## config.mk

```make
export PLATFORM = sky130hd
export DESIGN_NAME = dropout_mask_scheduler_flat
export DESIGN_NICKNAME = d
export VERILOG_FILES = /design/src/rtl/dropout_mask_scheduler_if.sv /design/src/rtl/dropout_mask_scheduler.sv /design/src/flat_wrapper.sv
export SDC_FILE = /design/constraint.sdc
export NUM_CORES = 1
export LEC_CHECK = 0
export CORE_MARGIN = 1.5
export CORE_UTILIZATION = 32
export DETAILED_ROUTE_END_ITERATION = 10
export SLEW_MARGIN = 0
export SYNTH_ARGS = -nofsm -noshare
export SYNTH_HDL_FRONTEND = slang
export SYNTH_SLANG_ARGS = --single-unit
```

## constraint.sdc

```tcl
create_clock -name clk -period 6.9 [get_ports clk]
set_input_delay 1.035 -clock clk [delete_from_list [all_inputs] [get_ports clk]]
set_output_delay 1.035 -clock clk [all_outputs]
set_load 0.1 [all_outputs]
```

## src/rtl/dropout_mask_scheduler_if.sv

```systemverilog
// Vector stream between producer, dropout scheduler and consumer.
// The master drives vectors in and takes them out; the slave is the scheduler.
interface dropout_mask_scheduler_if #(
  parameter int LANES = 8
);
  logic             in_valid;
  logic             in_ready;
  logic [LANES-1:0] in_data;
  logic             out_valid;
  logic             out_ready;
  logic [LANES-1:0] out_data;

  modport master (
    output in_valid,
    output in_data,
    output out_ready,
    input  in_ready,
    input  out_valid,
    input  out_data
  );

  modport slave (
    input  in_valid,
    input  in_data,
    input  out_ready,
    output in_ready,
    output out_valid,
    output out_data
  );
endinterface

```

## src/rtl/dropout_mask_scheduler.sv

```systemverilog
// Builds a per-lane dropout mask from a Galois LFSR, one lane per cycle, and
// applies it to a stream of neuron vectors, reusing each mask for reuse_cnt vectors.
module dropout_mask_scheduler #(
  parameter int               LANES        = 8,
  parameter int               LFSR_W       = 16,
  parameter logic [LFSR_W-1:0] SEED_DEFAULT = 16'hACE1,
  parameter int               REUSE_W      = 4
) (
  input  logic                clk,
  input  logic                rst_n,
  input  logic                ena,
  input  logic [7:0]          drop_thresh,
  input  logic [REUSE_W-1:0]  reuse_cnt,
  input  logic                seed_load,
  input  logic [LFSR_W-1:0]   seed_val,
  dropout_mask_scheduler_if.slave bus,
  output logic [LANES-1:0]    mask,
  output logic                gen_busy,
  output logic [3:0]          drop_count
);

  localparam int                LANE_W = (LANES > 1) ? $clog2(LANES) : 1;
  localparam logic [LFSR_W-1:0] TAPS   = LFSR_W'(16'hB400);

  typedef enum logic [1:0] {
    IDLE  = 2'd0,
    GEN   = 2'd1,
    READY = 2'd2
  } state_t;

  state_t               state, state_nxt;
  logic [LFSR_W-1:0]    lfsr;
  logic [LFSR_W-1:0]    lfsr_nxt;
  logic [LFSR_W-1:0]    seed_eff;
  logic [LANE_W-1:0]    lane;
  logic [REUSE_W-1:0]   uses_left;
  logic [7:0]           thr_q;
  logic [LANES-1:0]     shadow;
  logic [LANES-1:0]     shadow_fin;
  logic                 keep_bit;
  logic                 last_lane;
  logic                 accept;
  logic                 gen_enter;
  logic                 gen_step;
  logic                 gen_done;
  logic                 abort;
  logic                 out_valid_r;
  logic [LANES-1:0]     out_data_r;

  function automatic logic [LFSR_W-1:0] lfsr_step(input logic [LFSR_W-1:0] s);
    return (s >> 1) ^ (s[0] ? TAPS : '0);
  endfunction

  function automatic logic [3:0] count_zeros(input logic [LANES-1:0] m);
    logic [3:0] c;
    c = 4'd0;
    for (int i = 0; i < LANES; i++) begin
      if (!m[i]) c = c + 4'd1;
    end
    return c;
  endfunction

  assign lfsr_nxt  = lfsr_step(lfsr);
  assign seed_eff  = (seed_val == '0) ? SEED_DEFAULT : seed_val;
  assign keep_bit  = !(lfsr_nxt[7:0] < thr_q);
  assign last_lane = (lane == LANE_W'(LANES - 1));
  assign gen_busy  = (state == GEN);

  assign bus.in_ready  = ((state == READY) || ((state == IDLE) && !ena)) &&
                         (!out_valid_r || bus.out_ready);
  assign accept        = bus.in_valid && bus.in_ready;
  assign bus.out_valid = out_valid_r;
  assign bus.out_data  = out_data_r;

  always_comb begin
    shadow_fin       = shadow;
    shadow_fin[lane] = keep_bit;
  end

  always_ff @(posedge clk) begin
    if (rst_n) state <= IDLE;
    else       state <= state_nxt;
  end

  // A seed_load in GEN restarts the walk; a seed_load in READY forces a fresh mask.
  always_comb begin
    state_nxt = state;
    gen_enter = 1'b0;
    gen_step  = 1'b0;
    gen_done  = 1'b0;
    abort     = 1'b0;
    case (state)
      IDLE: begin
        if (ena) begin
          state_nxt = GEN;
          gen_enter = 1'b1;
        end
      end
      GEN: begin
        if (!ena) begin
          state_nxt = IDLE;
          abort     = 1'b1;
        end else if (!seed_load) begin
          gen_step = 1'b1;
          if (last_lane) begin
            state_nxt = READY;
            gen_done  = 1'b1;
          end
        end
      end
      READY: begin
        if (!ena) begin
          state_nxt = IDLE;
        end else if (seed_load || (accept && (uses_left == REUSE_W'(1)))) begin
          state_nxt = GEN;
          gen_enter = 1'b1;
        end
      end
      default: state_nxt = IDLE;
    endcase
  end

  // ---- control and output register stage ----
  always_ff @(posedge clk) begin
    if (rst_n) begin
      lfsr        <= SEED_DEFAULT;
      mask        <= '1;
      drop_count  <= 4'd0;
      lane        <= '0;
      uses_left   <= '0;
      out_valid_r <= 1'b0;
      out_data_r  <= '0;
    end else begin
      if (seed_load)     lfsr <= seed_eff;
      else if (gen_step) lfsr <= lfsr_nxt;

      lane <= (gen_step && !last_lane) ? lane + LANE_W'(1) : '0;

      if (gen_done)
        mask <= shadow_fin;
      else if (abort || ((state == IDLE) && !ena))
        mask <= '1;

      if (gen_done) drop_count <= count_zeros(shadow_fin);

      if (gen_done)
        uses_left <= (reuse_cnt == '0) ? REUSE_W'(1) : reuse_cnt;
      else if ((state == READY) && accept && (uses_left != '0))
        uses_left <= uses_left - REUSE_W'(1);

      // Masking uses the mask held before any update in this same cycle.
      if (accept) begin
        out_valid_r <= 1'b1;
        out_data_r  <= (state == IDLE) ? bus.in_data : (bus.in_data & mask);
      end else if (bus.out_ready) begin
        out_valid_r <= 1'b0;
      end
    end
  end

  // ---- mask build stage ----
  always_ff @(posedge clk) begin
    if (gen_enter) thr_q <= drop_thresh;
    if (gen_step)  shadow[lane] <= keep_bit;
  end

endmodule

```

## src/flat_wrapper.sv

```systemverilog
// flat-port wrapper written by rule: the top's interface ports become plain ports
module dropout_mask_scheduler_flat 
#(
  parameter int               LANES        = 8,
  parameter int               LFSR_W       = 16,
  parameter logic [LFSR_W-1:0] SEED_DEFAULT = 16'hACE1,
  parameter int               REUSE_W      = 4
)
  (clk, rst_n, ena, drop_thresh, reuse_cnt, seed_load, seed_val, mask, gen_busy, drop_count, bus_in_valid, bus_in_data, bus_out_ready, bus_in_ready, bus_out_valid, bus_out_data);
  dropout_mask_scheduler_if #(.LANES(LANES)) bus_i ();
  input  logic clk;
  input  logic rst_n;
  input  logic ena;
  input  logic [7:0] drop_thresh;
  input  logic [REUSE_W-1:0] reuse_cnt;
  input  logic seed_load;
  input  logic [LFSR_W-1:0] seed_val;
  output logic [LANES-1:0] mask;
  output logic gen_busy;
  output logic [3:0] drop_count;
  input wire logic [$bits(bus_i.in_valid)-1:0] bus_in_valid;
  input wire logic [$bits(bus_i.in_data)-1:0] bus_in_data;
  input wire logic [$bits(bus_i.out_ready)-1:0] bus_out_ready;
  output wire logic [$bits(bus_i.in_ready)-1:0] bus_in_ready;
  output wire logic [$bits(bus_i.out_valid)-1:0] bus_out_valid;
  output wire logic [$bits(bus_i.out_data)-1:0] bus_out_data;
  assign bus_i.in_valid = bus_in_valid;
  assign bus_i.in_data = bus_in_data;
  assign bus_i.out_ready = bus_out_ready;
  assign bus_in_ready = bus_i.in_ready;
  assign bus_out_valid = bus_i.out_valid;
  assign bus_out_data = bus_i.out_data;
  dropout_mask_scheduler #(.LANES(LANES), .LFSR_W(LFSR_W), .SEED_DEFAULT(SEED_DEFAULT), .REUSE_W(REUSE_W)) u_core (.clk(clk), .rst_n(rst_n), .ena(ena), .drop_thresh(drop_thresh), .reuse_cnt(reuse_cnt), .seed_load(seed_load), .seed_val(seed_val), .bus(bus_i), .mask(mask), .gen_busy(gen_busy), .drop_count(drop_count));
endmodule
```

==> run_results.csv <==
group,metric,value,unit
run_status,status,"complete, no violations",
logic_synthesis,synth_top_area_cell,"dfxtp_1",
final_layout,multi_input_comb_area,2210,um2
clocking,clk_pin_slew,0.05,ns
final_layout,fin_cells,643,
clocking,cts_tree,"yes",
final_layout,insertedDiodeCount,0,
drt,wl_met3,379,um
logic_synthesis,synth_area,3780,um2
worst_setup_path,worstPathCellList,"inv_1, ha_1, a211oi_1, o21ai_1, a21oi_2, a21oi_1, inv_1, ha_1, o21ai_1, a21boi_1, ha_1, or3b_2, mux2i_1, a211oi_1, mux2i_1, nor4_1, inv_1, ha_1, o21ai_0, or4_1, or3_1, nand3_1, mux2_1, o311ai_1",
logic_synthesis,synth_cell_types,65,
clocking,ctsHoldBuffers,0,
timing,min_period,6.05,ns
drt,dr.first_iter.drc_count,119,
logic_synthesis,ys_top_cells_by_count,"nor2_1 (53), dfxtp_1 (46), a21oi_1 (34)",
clocking,cts-root-buf,"clkbuf_16",
pwr,ir_drop,0.124,mV
final_layout,nFillCells,1126,
floorplan,initial_core_util,33.0,%
place,dp_cells,627,
logic_synthesis,yosysSeqAreaShare,37.0,%
clocking,cts_resized,0,
drt,drt-wirelength-per-cell,14.6,um
clocking,clk_latency,0.33,ns
floorplan,rows,39,
timing,rsz0062_at_grt,"false",
worst_setup_path,crit_slowest_cell,"or3b_2",
final_layout,finalInstanceArea,4880,um2
floorplan,io_pins,65,
worst_setup_path,critical_path_arrival,6.27,ns
worst_setup_path,crit_top_cell,"ha_1",
timing,worst_pin_slew,0.981,ns
place,place_hpwl,6.92,mm
logic_synthesis,yosysWarnings,0,
pwr,p_per_area,220,nW/um2
worst_setup_path,worstPathMaxFanout,9,
logic_synthesis,synth-async-reset-ratio,0,%
drt,drcViolationCount,0,
worst_setup_path,worstSetupEndpointType,"flip-flop",
place,place.port_buffers,64,
logic_synthesis,ys.flop_type,"dfxtp_1",
drt,ant_nets,0,
drt,routed_wl,9.42,mm
floorplan,die_h,112,um
timing,relSlewSlack,34.4,%
floorplan,fp.dieArea,12500,um2
place,dpl_cell_area,4540,um2
clocking,htreeDepth,3,
global_route,antenna_found_initial,0,
timing,tns,0,ns
place,gp_congestion,0.821,
worst_setup_path,cpPeakStageDelay,0.47,ns
logic_synthesis,syn_nets,499,
drt,wl_met1,4.37,mm
drt,highest_layer,"met4",
global_route,grt_max_degree,47,
logic_synthesis,synth_edf_count,16,
final_layout,area_delta_synth_final,29.0,%
worst_setup_path,cp_data_required_time,7.12,ns
logic_synthesis,ys_ff_latch,62,
global_route,grtUsageTotal,15.7,%
place,pre_cts_slack,0.852,ns
worst_setup_path,worstSetupPathType,"reg2reg",
logic_synthesis,synth_top_area_share,24.3,%
timing,slew_violations,0,
floorplan,core_area,11500,um2
drt,dr_wl_met2,4.46,mm
timing,fin_ws,0.854,ns
logic_synthesis,ys_top_cells_by_area,"dfxtp_1 (24%), edfxtp_1 (13%), ha_1 (6.6%), nor2_1 (5.3%), a21oi_1 (4.5%)",
floorplan,die_w,112,um
global_route,grt_pass1_wl,16.0,mm
timing,finalSetupViolCount,0,
timing,skew,0.00638,ns
logic_synthesis,synth.most_common_cell,"nor2_1",
worst_hold_path,hold_class,"reg2reg",
global_route,grt_pass1_vias,3386,
logic_synthesis,synth_cells,437,
final_layout,nets,557,
drt,firstDrtPassIters,4,
timing,hold_violations,0,
global_route,overflow,0,
timing,fmax,165,MHz
timing,finalCritPeriodShare,87.6,%
clocking,cts_sinks,62,
clocking,cts_setup_buffers,0,
pwr,p_leak,0.00188,uW
clocking,ctsLongestPathBuffers,2,
flow_run,cap_violations,0,
drt,drt-vias-per-instance,5.25,
logic_synthesis,avgSynthCellArea,8.66,um2
final_layout,regArea,1400,um2
drt,dr_total_vias,3373,
final_layout,final_layout_size_suffix_gt1_share,8.40,%
clocking,cts_buffers,9,
worst_setup_path,start_kind,"flip-flop",
-- per-stage QoR --
stage	hold slack, ns	power, uW	util, %
after floorplan	0.540	529	-
after global placement	0.440	585	39.6
after global routing	0.470	1120	42.6
after detailed placement	0.445	588	39.6
final	0.449	1070	42.6
after CTS	0.452	1080	42.6
-- per-layer routing --
| metal | vias up | global-route usage (%) |
|---|---|---|
| met5 | - | 0 |
| met1 | 1576 | 19.7 |
| met2 | 78 | 26.2 |
| met3 | 18 | 3.65 |
| met4 | 0 | 6.16 |
| li1 | 1701 | - |
-- report_power, final --
part           switching, uW  internal, uW  total (uW)
clock network            153           338         491
registers               8.14           386         394
logic                    110          77.1         187
-- cells in the final DEF (no fill, tap or decap), drive strengths merged, types with 11 or more instances in the layout --
| master | instances |
|---|---|
| inv | 19 |
| o21ai | 16 |
| nor2 | 54 |
| dfxtp | 46 |
| ha | 20 |
| nand2 | 31 |
| a21oi | 35 |
| nand3 | 11 |
| nor3 | 16 |
| clkbuf | 16 |
| edfxtp | 16 |
| o211ai | 11 |
| clkdlybuf4s50 | 64 |
| nand2b | 12 |
-- worst paths after layout --
check	start	endpoint	slack (ns)	cells past startpoint
worst min register to register	u_core.bus.out_data[6]	u_core.bus.out_data[6]	0.45	2
worst max-delay path	u_core.thr_q[2]	u_core.drop_count[3]	0.85	24
worst max register to register	u_core.thr_q[2]	u_core.drop_count[3]	0.85	24
worst min-delay path	u_core.bus.out_data[6]	u_core.bus.out_data[6]	0.45	2
-- cell type report --
cell class	count	area share [%]
clock buffer	16	7.07
sequential	62	28.7
tap	143	3.66
timing repair buffer	68	13.7
inverter	19	1.46
multi-input combinational	335	45.4
-- worst max-delay path: cells and delay by family (launching register included) --
family | cells | cell delay, ns
compound gates | 9 | 1.97
fa+ha+maj | 4 | 1.23
buf+inv | 3 | 0.25
simple gates | 5 | 1.53
mux | 3 | 0.63
flops | 1 | 0.32
-- kinds of logic after synthesis --
| group | count (synthesis) | share of synthesized area, % |
|---|---|---|
| flip-flops | 62 | 37.0 |
| AO/OA/AOI/OAI | 112 | 20.5 |
| multiplexers | 18 | 5.02 |
| XOR/XNOR | 15 | 3.67 |
| buffers and inverters | 40 | 4.46 |
| AND/OR/NAND/NOR | 170 | 22.7 |
| adder cells (fa/ha/maj) | 20 | 6.61 |
-- flip-flops by register name, summed over array words and instances, names as in the netlist --
name,count
u_core.drop_count,4
u_core.bus.out_valid,1
u_core.shadow,8
u_core.thr_q,8
u_core.mask,8
u_core.bus.out_data,8
u_core.uses_left,4
u_core.state,2
u_core.lane,3
u_core.lfsr,16
(Power assumes the default switching activity.)
